## src/rtl/ext_unit_arbiter_if.sv

```systemverilog
// ext_unit_arbiter_if: bundles the two requester channels, the extension-unit
// drive/return pair and the response channel of ext_unit_arbiter.
// slave = arbiter side, master = surrounding pipeline / environment side.
interface ext_unit_arbiter_if #(
    parameter int IN_W  = 16,
    parameter int OUT_W = 32,
    parameter int TAG_W = 4
);
    logic             req0_valid;
    logic             req0_ready;
    logic [IN_W-1:0]  req0_data;
    logic             req0_extop;
    logic [TAG_W-1:0] req0_tag;

    logic             req1_valid;
    logic             req1_ready;
    logic [IN_W-1:0]  req1_data;
    logic             req1_extop;
    logic [TAG_W-1:0] req1_tag;

    logic [IN_W-1:0]  ext_i_data;
    logic             ext_extop;
    logic [OUT_W-1:0] ext_out;

    logic             rsp_valid;
    logic             rsp_ready;
    logic [OUT_W-1:0] rsp_data;
    logic             rsp_src;
    logic [TAG_W-1:0] rsp_tag;

    modport slave (
        input  req0_valid, req0_data, req0_extop, req0_tag,
        output req0_ready,
        input  req1_valid, req1_data, req1_extop, req1_tag,
        output req1_ready,
        output ext_i_data, ext_extop,
        input  ext_out,
        output rsp_valid, rsp_data, rsp_src, rsp_tag,
        input  rsp_ready
    );

    modport master (
        output req0_valid, req0_data, req0_extop, req0_tag,
        input  req0_ready,
        output req1_valid, req1_data, req1_extop, req1_tag,
        input  req1_ready,
        input  ext_i_data, ext_extop,
        output ext_out,
        input  rsp_valid, rsp_data, rsp_src, rsp_tag,
        output rsp_ready
    );
endinterface

```

## src/rtl/ext_unit_arbiter.sv

```systemverilog
// ext_unit_arbiter: shares one 16->32 extension unit between the ID-stage
// immediate path (req0) and the MEM-stage halfword load path (req1).
// Round-robin arbitration, IDLE -> EXT -> RESP sequencing, registered
// response tagged with source and transaction tag.
// Optional build macro EXT_ARB_OVERLAP_EN: allows a new request to be
// accepted in the same cycle the response is consumed (RESP -> EXT).
module ext_unit_arbiter #(
    parameter int IN_W  = 16,
    parameter int OUT_W = 32,
    parameter int TAG_W = 4
) (
    input  logic            clk,
    input  logic            rst_n,
    ext_unit_arbiter_if.slave bus
);

    typedef enum logic [1:0] {
        IDLE = 2'd0,
        EXT  = 2'd1,
        RESP = 2'd2
    } state_t;

    state_t           state_q, state_d;
    logic [IN_W-1:0]  op_q, op_d;
    logic             extop_q, extop_d;
    logic [TAG_W-1:0] tag_q, tag_d;
    logic             src_q, src_d;
    logic             last_grant_q, last_grant_d;
    logic [OUT_W-1:0] rsp_data_q, rsp_data_d;
    logic [TAG_W-1:0] rsp_tag_q, rsp_tag_d;
    logic             rsp_src_q, rsp_src_d;

    logic             any_valid;
    logic             grant_sel;
    logic             arb_en;
    logic             accept;

    // Round-robin pick and the window in which a grant may be issued
    always_comb begin
        any_valid = bus.req0_valid | bus.req1_valid;
        // On a tie the requester that did not win last time gets the grant
        if (bus.req0_valid && bus.req1_valid) begin
            grant_sel = ~last_grant_q;
        end else begin
            grant_sel = bus.req1_valid;
        end
`ifdef EXT_ARB_OVERLAP_EN
        arb_en = rst_n && ((state_q == IDLE) || ((state_q == RESP) && bus.rsp_ready));
`else
        arb_en = rst_n && (state_q == IDLE);
`endif
        accept = arb_en && any_valid;
    end

    // Next-state logic
    always_comb begin
        state_d = state_q;
        unique case (state_q)
            IDLE:    if (accept) state_d = EXT;
            EXT:     state_d = RESP;
            RESP:    if (bus.rsp_ready) state_d = accept ? EXT : IDLE;
            default: state_d = IDLE;
        endcase
    end

    // Operand capture on accept, response capture at the end of EXT
    always_comb begin
        op_d         = op_q;
        extop_d      = extop_q;
        tag_d        = tag_q;
        src_d        = src_q;
        last_grant_d = last_grant_q;
        rsp_data_d   = rsp_data_q;
        rsp_tag_d    = rsp_tag_q;
        rsp_src_d    = rsp_src_q;
        if (accept) begin
            op_d         = grant_sel ? bus.req1_data  : bus.req0_data;
            extop_d      = grant_sel ? bus.req1_extop : bus.req0_extop;
            tag_d        = grant_sel ? bus.req1_tag   : bus.req0_tag;
            src_d        = grant_sel;
            last_grant_d = grant_sel;
        end
        // Result passes through verbatim; the unit already produced OUT_W bits
        if (state_q == EXT) begin
            rsp_data_d = bus.ext_out;
            rsp_tag_d  = tag_q;
            rsp_src_d  = src_q;
        end
    end

    // State and datapath registers; reset discards any in-flight request
    always_ff @(posedge clk) begin
        if (!rst_n) begin
            state_q      <= IDLE;
            op_q         <= '0;
            extop_q      <= 1'b0;
            tag_q        <= '0;
            src_q        <= 1'b0;
            last_grant_q <= 1'b1;
            rsp_data_q   <= '0;
            rsp_tag_q    <= '0;
            rsp_src_q    <= 1'b0;
        end else begin
            state_q      <= state_d;
            op_q         <= op_d;
            extop_q      <= extop_d;
            tag_q        <= tag_d;
            src_q        <= src_d;
            last_grant_q <= last_grant_d;
            rsp_data_q   <= rsp_data_d;
            rsp_tag_q    <= rsp_tag_d;
            rsp_src_q    <= rsp_src_d;
        end
    end

    // Outputs: extension-unit inputs held from the operand registers so they
    // never glitch between transactions
    always_comb begin
        bus.req0_ready = accept && !grant_sel;
        bus.req1_ready = accept && grant_sel;
        bus.ext_i_data = op_q;
        bus.ext_extop  = extop_q;
        bus.rsp_valid  = (state_q == RESP);
        bus.rsp_data   = rsp_data_q;
        bus.rsp_src    = rsp_src_q;
        bus.rsp_tag    = rsp_tag_q;
    end

endmodule

```

## src/flat_wrapper.sv

```systemverilog
// flat-port wrapper written by rule: the top's interface ports become plain ports
module ext_unit_arbiter_flat 
#(
    parameter int IN_W  = 16,
    parameter int OUT_W = 32,
    parameter int TAG_W = 4
)
  (clk, rst_n, bus_req0_valid, bus_req0_data, bus_req0_extop, bus_req0_tag, bus_req0_ready, bus_req1_valid, bus_req1_data, bus_req1_extop, bus_req1_tag, bus_req1_ready, bus_ext_i_data, bus_ext_extop, bus_ext_out, bus_rsp_valid, bus_rsp_data, bus_rsp_src, bus_rsp_tag, bus_rsp_ready);
  ext_unit_arbiter_if #(.IN_W(IN_W), .OUT_W(OUT_W), .TAG_W(TAG_W)) bus_i ();
  input  logic clk;
  input  logic rst_n;
  input wire logic [$bits(bus_i.req0_valid)-1:0] bus_req0_valid;
  input wire logic [$bits(bus_i.req0_data)-1:0] bus_req0_data;
  input wire logic [$bits(bus_i.req0_extop)-1:0] bus_req0_extop;
  input wire logic [$bits(bus_i.req0_tag)-1:0] bus_req0_tag;
  output wire logic [$bits(bus_i.req0_ready)-1:0] bus_req0_ready;
  input wire logic [$bits(bus_i.req1_valid)-1:0] bus_req1_valid;
  input wire logic [$bits(bus_i.req1_data)-1:0] bus_req1_data;
  input wire logic [$bits(bus_i.req1_extop)-1:0] bus_req1_extop;
  input wire logic [$bits(bus_i.req1_tag)-1:0] bus_req1_tag;
  output wire logic [$bits(bus_i.req1_ready)-1:0] bus_req1_ready;
  output wire logic [$bits(bus_i.ext_i_data)-1:0] bus_ext_i_data;
  output wire logic [$bits(bus_i.ext_extop)-1:0] bus_ext_extop;
  input wire logic [$bits(bus_i.ext_out)-1:0] bus_ext_out;
  output wire logic [$bits(bus_i.rsp_valid)-1:0] bus_rsp_valid;
  output wire logic [$bits(bus_i.rsp_data)-1:0] bus_rsp_data;
  output wire logic [$bits(bus_i.rsp_src)-1:0] bus_rsp_src;
  output wire logic [$bits(bus_i.rsp_tag)-1:0] bus_rsp_tag;
  input wire logic [$bits(bus_i.rsp_ready)-1:0] bus_rsp_ready;
  assign bus_i.req0_valid = bus_req0_valid;
  assign bus_i.req0_data = bus_req0_data;
  assign bus_i.req0_extop = bus_req0_extop;
  assign bus_i.req0_tag = bus_req0_tag;
  assign bus_req0_ready = bus_i.req0_ready;
  assign bus_i.req1_valid = bus_req1_valid;
  assign bus_i.req1_data = bus_req1_data;
  assign bus_i.req1_extop = bus_req1_extop;
  assign bus_i.req1_tag = bus_req1_tag;
  assign bus_req1_ready = bus_i.req1_ready;
  assign bus_ext_i_data = bus_i.ext_i_data;
  assign bus_ext_extop = bus_i.ext_extop;
  assign bus_i.ext_out = bus_ext_out;
  assign bus_rsp_valid = bus_i.rsp_valid;
  assign bus_rsp_data = bus_i.rsp_data;
  assign bus_rsp_src = bus_i.rsp_src;
  assign bus_rsp_tag = bus_i.rsp_tag;
  assign bus_i.rsp_ready = bus_rsp_ready;
  ext_unit_arbiter #(.IN_W(IN_W), .OUT_W(OUT_W), .TAG_W(TAG_W)) u_core (.clk(clk), .rst_n(rst_n), .bus(bus_i));
endmodule
```

## config.mk

```make
export PLATFORM = sky130hd
export DESIGN_NAME = ext_unit_arbiter_flat
export DESIGN_NICKNAME = d
export VERILOG_FILES = /design/src/rtl/ext_unit_arbiter_if.sv /design/src/rtl/ext_unit_arbiter.sv /design/src/flat_wrapper.sv
export SDC_FILE = /design/constraint.sdc
export NUM_CORES = 1
export LEC_CHECK = 0
export BUFFER_PORTS_ARGS = -buffer_cell sky130_fd_sc_hd__clkbuf_2
export CORE_ASPECT_RATIO = 1.4
export CORE_MARGIN = 4
export CORE_UTILIZATION = 35
export CTS_BUF_LIST = sky130_fd_sc_hd__clkbuf_8
export DETAILED_ROUTE_END_ITERATION = 10
export PLACE_DENSITY = 0.74
export REMOVE_ABC_BUFFERS = 1
export SLEW_MARGIN = 10
export SYNTH_ARGS = -nofsm -noshare
export SYNTH_HDL_FRONTEND = slang
export SYNTH_SLANG_ARGS = --single-unit
```

## constraint.sdc

```tcl
create_clock -name clk -period 1.74 [get_ports clk]
set_clock_uncertainty 0.15 [all_clocks]
set_input_delay 0.348 -clock clk [delete_from_list [all_inputs] [get_ports clk]]
set_output_delay 0.348 -clock clk [all_outputs]
set_load 0.1 [all_outputs]
```

== Yosys cells after proc, flatten, opt, wreduce, memory -nomap -nowiden ==
Cells that the tools add are included.

* Equal/unequal tests: 4
* Mux-type cells: 8
* Bitwise gates (word level): 2
* Reductions and logical operators: 8

{| class="wikitable"
|+ Operators by type and width
! cell !! number
|-
| $mux W16 || 1
|-
| $pmux W2 S3 || 1
|-
| $logic_and A1 B1 Y1 || 5
|-
| $mux W2 || 2
|-
| $mux W4 || 1
|-
| $ne A2 B1 Y1 const B || 2
|-
| $mux W1 || 3
|-
| $eq A2 B1 Y1 const B || 1
|-
| $eq A2 B2 Y1 const B || 1
|-
| $logic_not A2 Y1 || 1
|-
| $reduce_and A2 Y1 || 1
|-
| $logic_not A1 Y1 || 1
|-
| $not A1 Y1 || 1
|-
| $or A1 B1 Y1 || 1
|}

* Bits in registers: 62
* Bits of input ports: 79
* Output and inout port bits: 57

== Depth between registers and ports, before layout ==
* Depth after elaboration: 6
* Mapped depth: 5

== Least setup slack after synthesis ==
OpenSTA, ideal clock, no wires.

* Path kind: flip-flop to output port
* Start point: reg u_core.state_q[1]
* End point: out bus_req0_ready
* Arrival: 3.212 ns
* Required time: 1.242 ns
* Slack: -1.970 ns
* Stages on the path, launching flop included: 5
* Path through: dfxtp_1 or3b_1 buf_2 buf_2 nor3b_1

* Word-level cells in the longest chain between the ends: 4

{| class="wikitable"
|+ RTL lines
! what !! RTL line !! text
|-
| from (decl) || ext_unit_arbiter.sv:23 || <nowiki>state_t state_q, state_d;</nowiki>
|-
| from (signal assigned) || ext_unit_arbiter.sv:104 || <nowiki>state_q <= state_d;</nowiki>
|-
| $logic_not A2 Y1 || ext_unit_arbiter.sv:50 || <nowiki>arb_en = rst_n && (state_q == IDLE);</nowiki>
|-
| $logic_and A1 B1 Y1 || ext_unit_arbiter.sv:50 ||
|-
| $logic_and A1 B1 Y1 || ext_unit_arbiter.sv:52 || <nowiki>accept = arb_en && any_valid;</nowiki>
|-
| $logic_and A1 B1 Y1 || ext_unit_arbiter.sv:119 || <nowiki>bus.req0_ready = accept && !grant_sel;</nowiki>
|-
| to (decl) || flat_wrapper.sv:16 || <nowiki>output wire logic [$bits(bus_i.req0_ready)-1:0] bus_req0_ready;</nowiki>
|}

Every way passes these cells.

== Worst setup path in the final report ==
* Start point: reg u_core.state_q[0]
* End point: out bus_req0_ready

Same word-level chain as after synthesis.

==> out/metrics.cfg <==
[status]
outcome = finished, violations left
failed_checks = setup timing

[global_route]
grt.overflow.total = 0
antenna_found_initial = 0
gr-usage-all-layers_pct = 15.70
grt_pass1_vias = 2330
grt_pass1_wl_um = 10540
grt_max_degree = 42

[worst_setup_path]
cp-end-kind = primary output
startpoint_type = register
reg2reg_from = u_core.state_q[0]$_SDFFE_PN0P_
r2r-end = u_core.tag_q[2]$_SDFFE_PN0P_
rrSetupSlack_ps = 70
reg2reg_depth = 5
crit_required_ps = 1240
arrival_ps = 1570
startpoint = u_core.state_q[0]$_SDFFE_PN0P_
worstSetupPathType = register to primary output
crit_fanout = 3

[sta]
hold_viol = 0
period_minus_slack_ps = 2070
finalCritPeriodShare_pct = 118.9
clock.fmax_mhz = 483.2
worst_pin_slew_ps = 556.6
drv_slew = 0
rsz0062_at_grt = yes
setup_ws_ps = -329.6
slew_headroom_pct = 63.05
setup_violations = 2

[logic_synthesis]
yosysWarningCount = 0
synthDistinctLibCells = 21
syn_area_mm2 = 0.002432
avgSynthCellArea_um2 = 8.718
yosysSeqAreaShare_pct = 51.03
ys_async_sr_fraction_pct = 0
synth-seq-cells = 62
synth_flop_cell = dfxtp_1
syn-instance-count = 279
synth-edff-count = 0

[drt]
drt_iter0_markers = 89
vias = 2404
avgViaCountPerCell = 4.686
dr.pass1.iters = 4
ant_nets = 0
drc = 0
wl_per_cell_um = 12.41
drt-total-wl_um = 6364

[clocking]
cts_tree = done
cts_buffers = 9
htree_levels = 3
cts_sinks = 62
cts_max_path_buffers = 2
root_buffer = clkbuf_8
clk_latency_ps = 330
path_clk_slew_ps = 70
cts_hold_buffers = 0

[power_and_ir_drop]
cellPowerDensity_mw_per_mm2 = 1214
p_seq_share_pct = 37.1
internal_power_mw = 2.739
pwr-share-clk_pct = 33.5
peakVddDrop_uv = 574.9
leakagePower_nw = 1.640
power.switching_mw = 1.555
p_comb_share_pct = 29.4
finalPower_mw = 4.294
swShare_pct = 36.21

[die]
coreArea_mm2 = 0.006656
rows = 35
design.die.area_mm2 = 0.008366
initial_core_util_pct = 36.54
io_pins = 136
die_w_um = 78.46
fp.dieH_um = 106.6

[place]
gp_congestion = 0.7147
place_inst = 496
pre_cts_slack_ps = -248.2
hpwl_um = 4762
portBuffers = 135
dpl_cell_area_mm2 = 0.003277

[min_path]
hold_class = primary input to register
holdCritStartpoint = bus_req1_data[14]
whs_endpoint = u_core.bus.ext_i_data[14]$_SDFFE_PN0P_
min_path_cells = 2

[final_layout]
area_growth_syn_to_layout_pct = 45.47
diodes = 0
final_layout_size_suffix_gt1_share_pct = 40.62
nFillCells = 642
fin_nets = 495
multiInputGateArea_mm2 = 0.001094
final_cells = 513
seq_area_mm2 = 0.001242
final_core_util_pct = 53.16
fin_area_mm2 = 0.003538

[flow_run]
cap_violations = 0

==> registers in the layout (all words and copies together) (netlist names) <==
name	count
u_core.tag_q	4
u_core.bus.rsp_data	32
u_core.state_q	2
u_core.bus.ext_extop	1
u_core.bus.rsp_src	1
u_core.last_grant_q	1
u_core.src_q	1
u_core.bus.ext_i_data	16
u_core.bus.rsp_tag	4
==> per-layer routing <==
layer  routed length (um)  up-vias  GRT usage [%]
li1                     -     1229              -
met1                 2671     1050          19.16
met2                 2957      114          25.49
met3                  617       11          4.538
met4                  117        0          7.125
met5                    0        -              0
==> critical path, cell delays in order, from the launching register on <==
cell     delay, ps
dfxtp_2        320
or3b_4         430
nor3b_2        180
buf_4          150
buf_12         160
==> layout make-up <==
type | instances | share of cell area, %
Tap cell | 92 | 3.253
Sequential cell | 62 | 35.11
Inverter | 1 | 0.1061
Clock inverter | 4 | 1.945
Multi-Input combinational cell | 192 | 30.91
Clock buffer | 12 | 4.668
Timing Repair Buffer | 150 | 24.01
==> what timing repair did <==
action,CTS,global route
resized for setup,5,1
setup buffers,3,0
pin swaps,2,0
endpoints found under the setup margin,25,24
==> cells by family after synthesis <==
| family | share of synthesized area [%] |
|---|---|
| AND/OR/NAND/NOR | 21.66 |
| AO/OA/AOI/OAI | 22.58 |
| flip-flops | 51.03 |
| buffers and inverters | 4.732 |
==> metrics by stage <==
step / hold slack (ps) / setup TNS, ps
floorplan: 274.2 / -42790
global placement: 297.9 / -4116
detailed placement: 308.4 / -4522
CTS: 68.36 / -674.8
global route: 82.53 / -765.8
finish: 94.05 / -640.8
==> power by group through the flow <==
stage / Sequential, mW / Combinational (mW) / Clock [mW]
2_1_floorplan: 2.30 / 0.254 / 0
3_3_place_gp: 1.62 / 1.25 / 0
3_5_place_dp: 1.62 / 1.26 / 0
4_1_cts: 1.59 / 1.27 / 1.49
5_1_grt: 1.61 / 1.33 / 1.55
6_report: 1.59 / 1.26 / 1.44
==> how the worst max path moves through the flow <==
| stage | to | slack, ps |
|---|---|---|
| 2_1_floorplan | bus_req0_ready | -2030 |
| 3_3_place_gp | bus_req0_ready | -230 |
| 3_5_place_dp | bus_req0_ready | -250 |
| 4_1_cts | bus_req0_ready | -360 |
| 5_1_grt | bus_req0_ready | -400 |
| 6_report | bus_req0_ready | -330 |
==> synth_stat cells (2+ instances only) <==
| cell | n | area, um^2 |
|---|---|---|
| nand2_1 | 95 | 356.6 |
| dfxtp_1 | 62 | 1241 |
| a21boi_0 | 38 | 285.3 |
| a221o_1 | 21 | 210.2 |
| nor3_1 | 21 | 105.1 |
| clkbuf_1 | 14 | 52.55 |
| buf_2 | 5 | 25.02 |
| nor2b_1 | 4 | 25.02 |
| buf_1 | 3 | 11.26 |
| nor2_1 | 3 | 11.26 |
| buf_6 | 2 | 22.52 |
| o21a_1 | 2 | 15.01 |
==> layout by cell type (no fill, tap or decap), types with 2 or more instances in the layout <==
cell / n
buf_12: 4
a221o_1: 21
clkbuf_8: 12
inv_1: 2
nand2_1: 95
nor2b_1: 2
a21boi_0: 38
buf_4: 13
clkbuf_2: 132
o21a_1: 2
nor2_1: 3
dfxtp_1: 61
bufinv_16: 2
nor3_1: 21
Power figures use the tool's default switching activity.
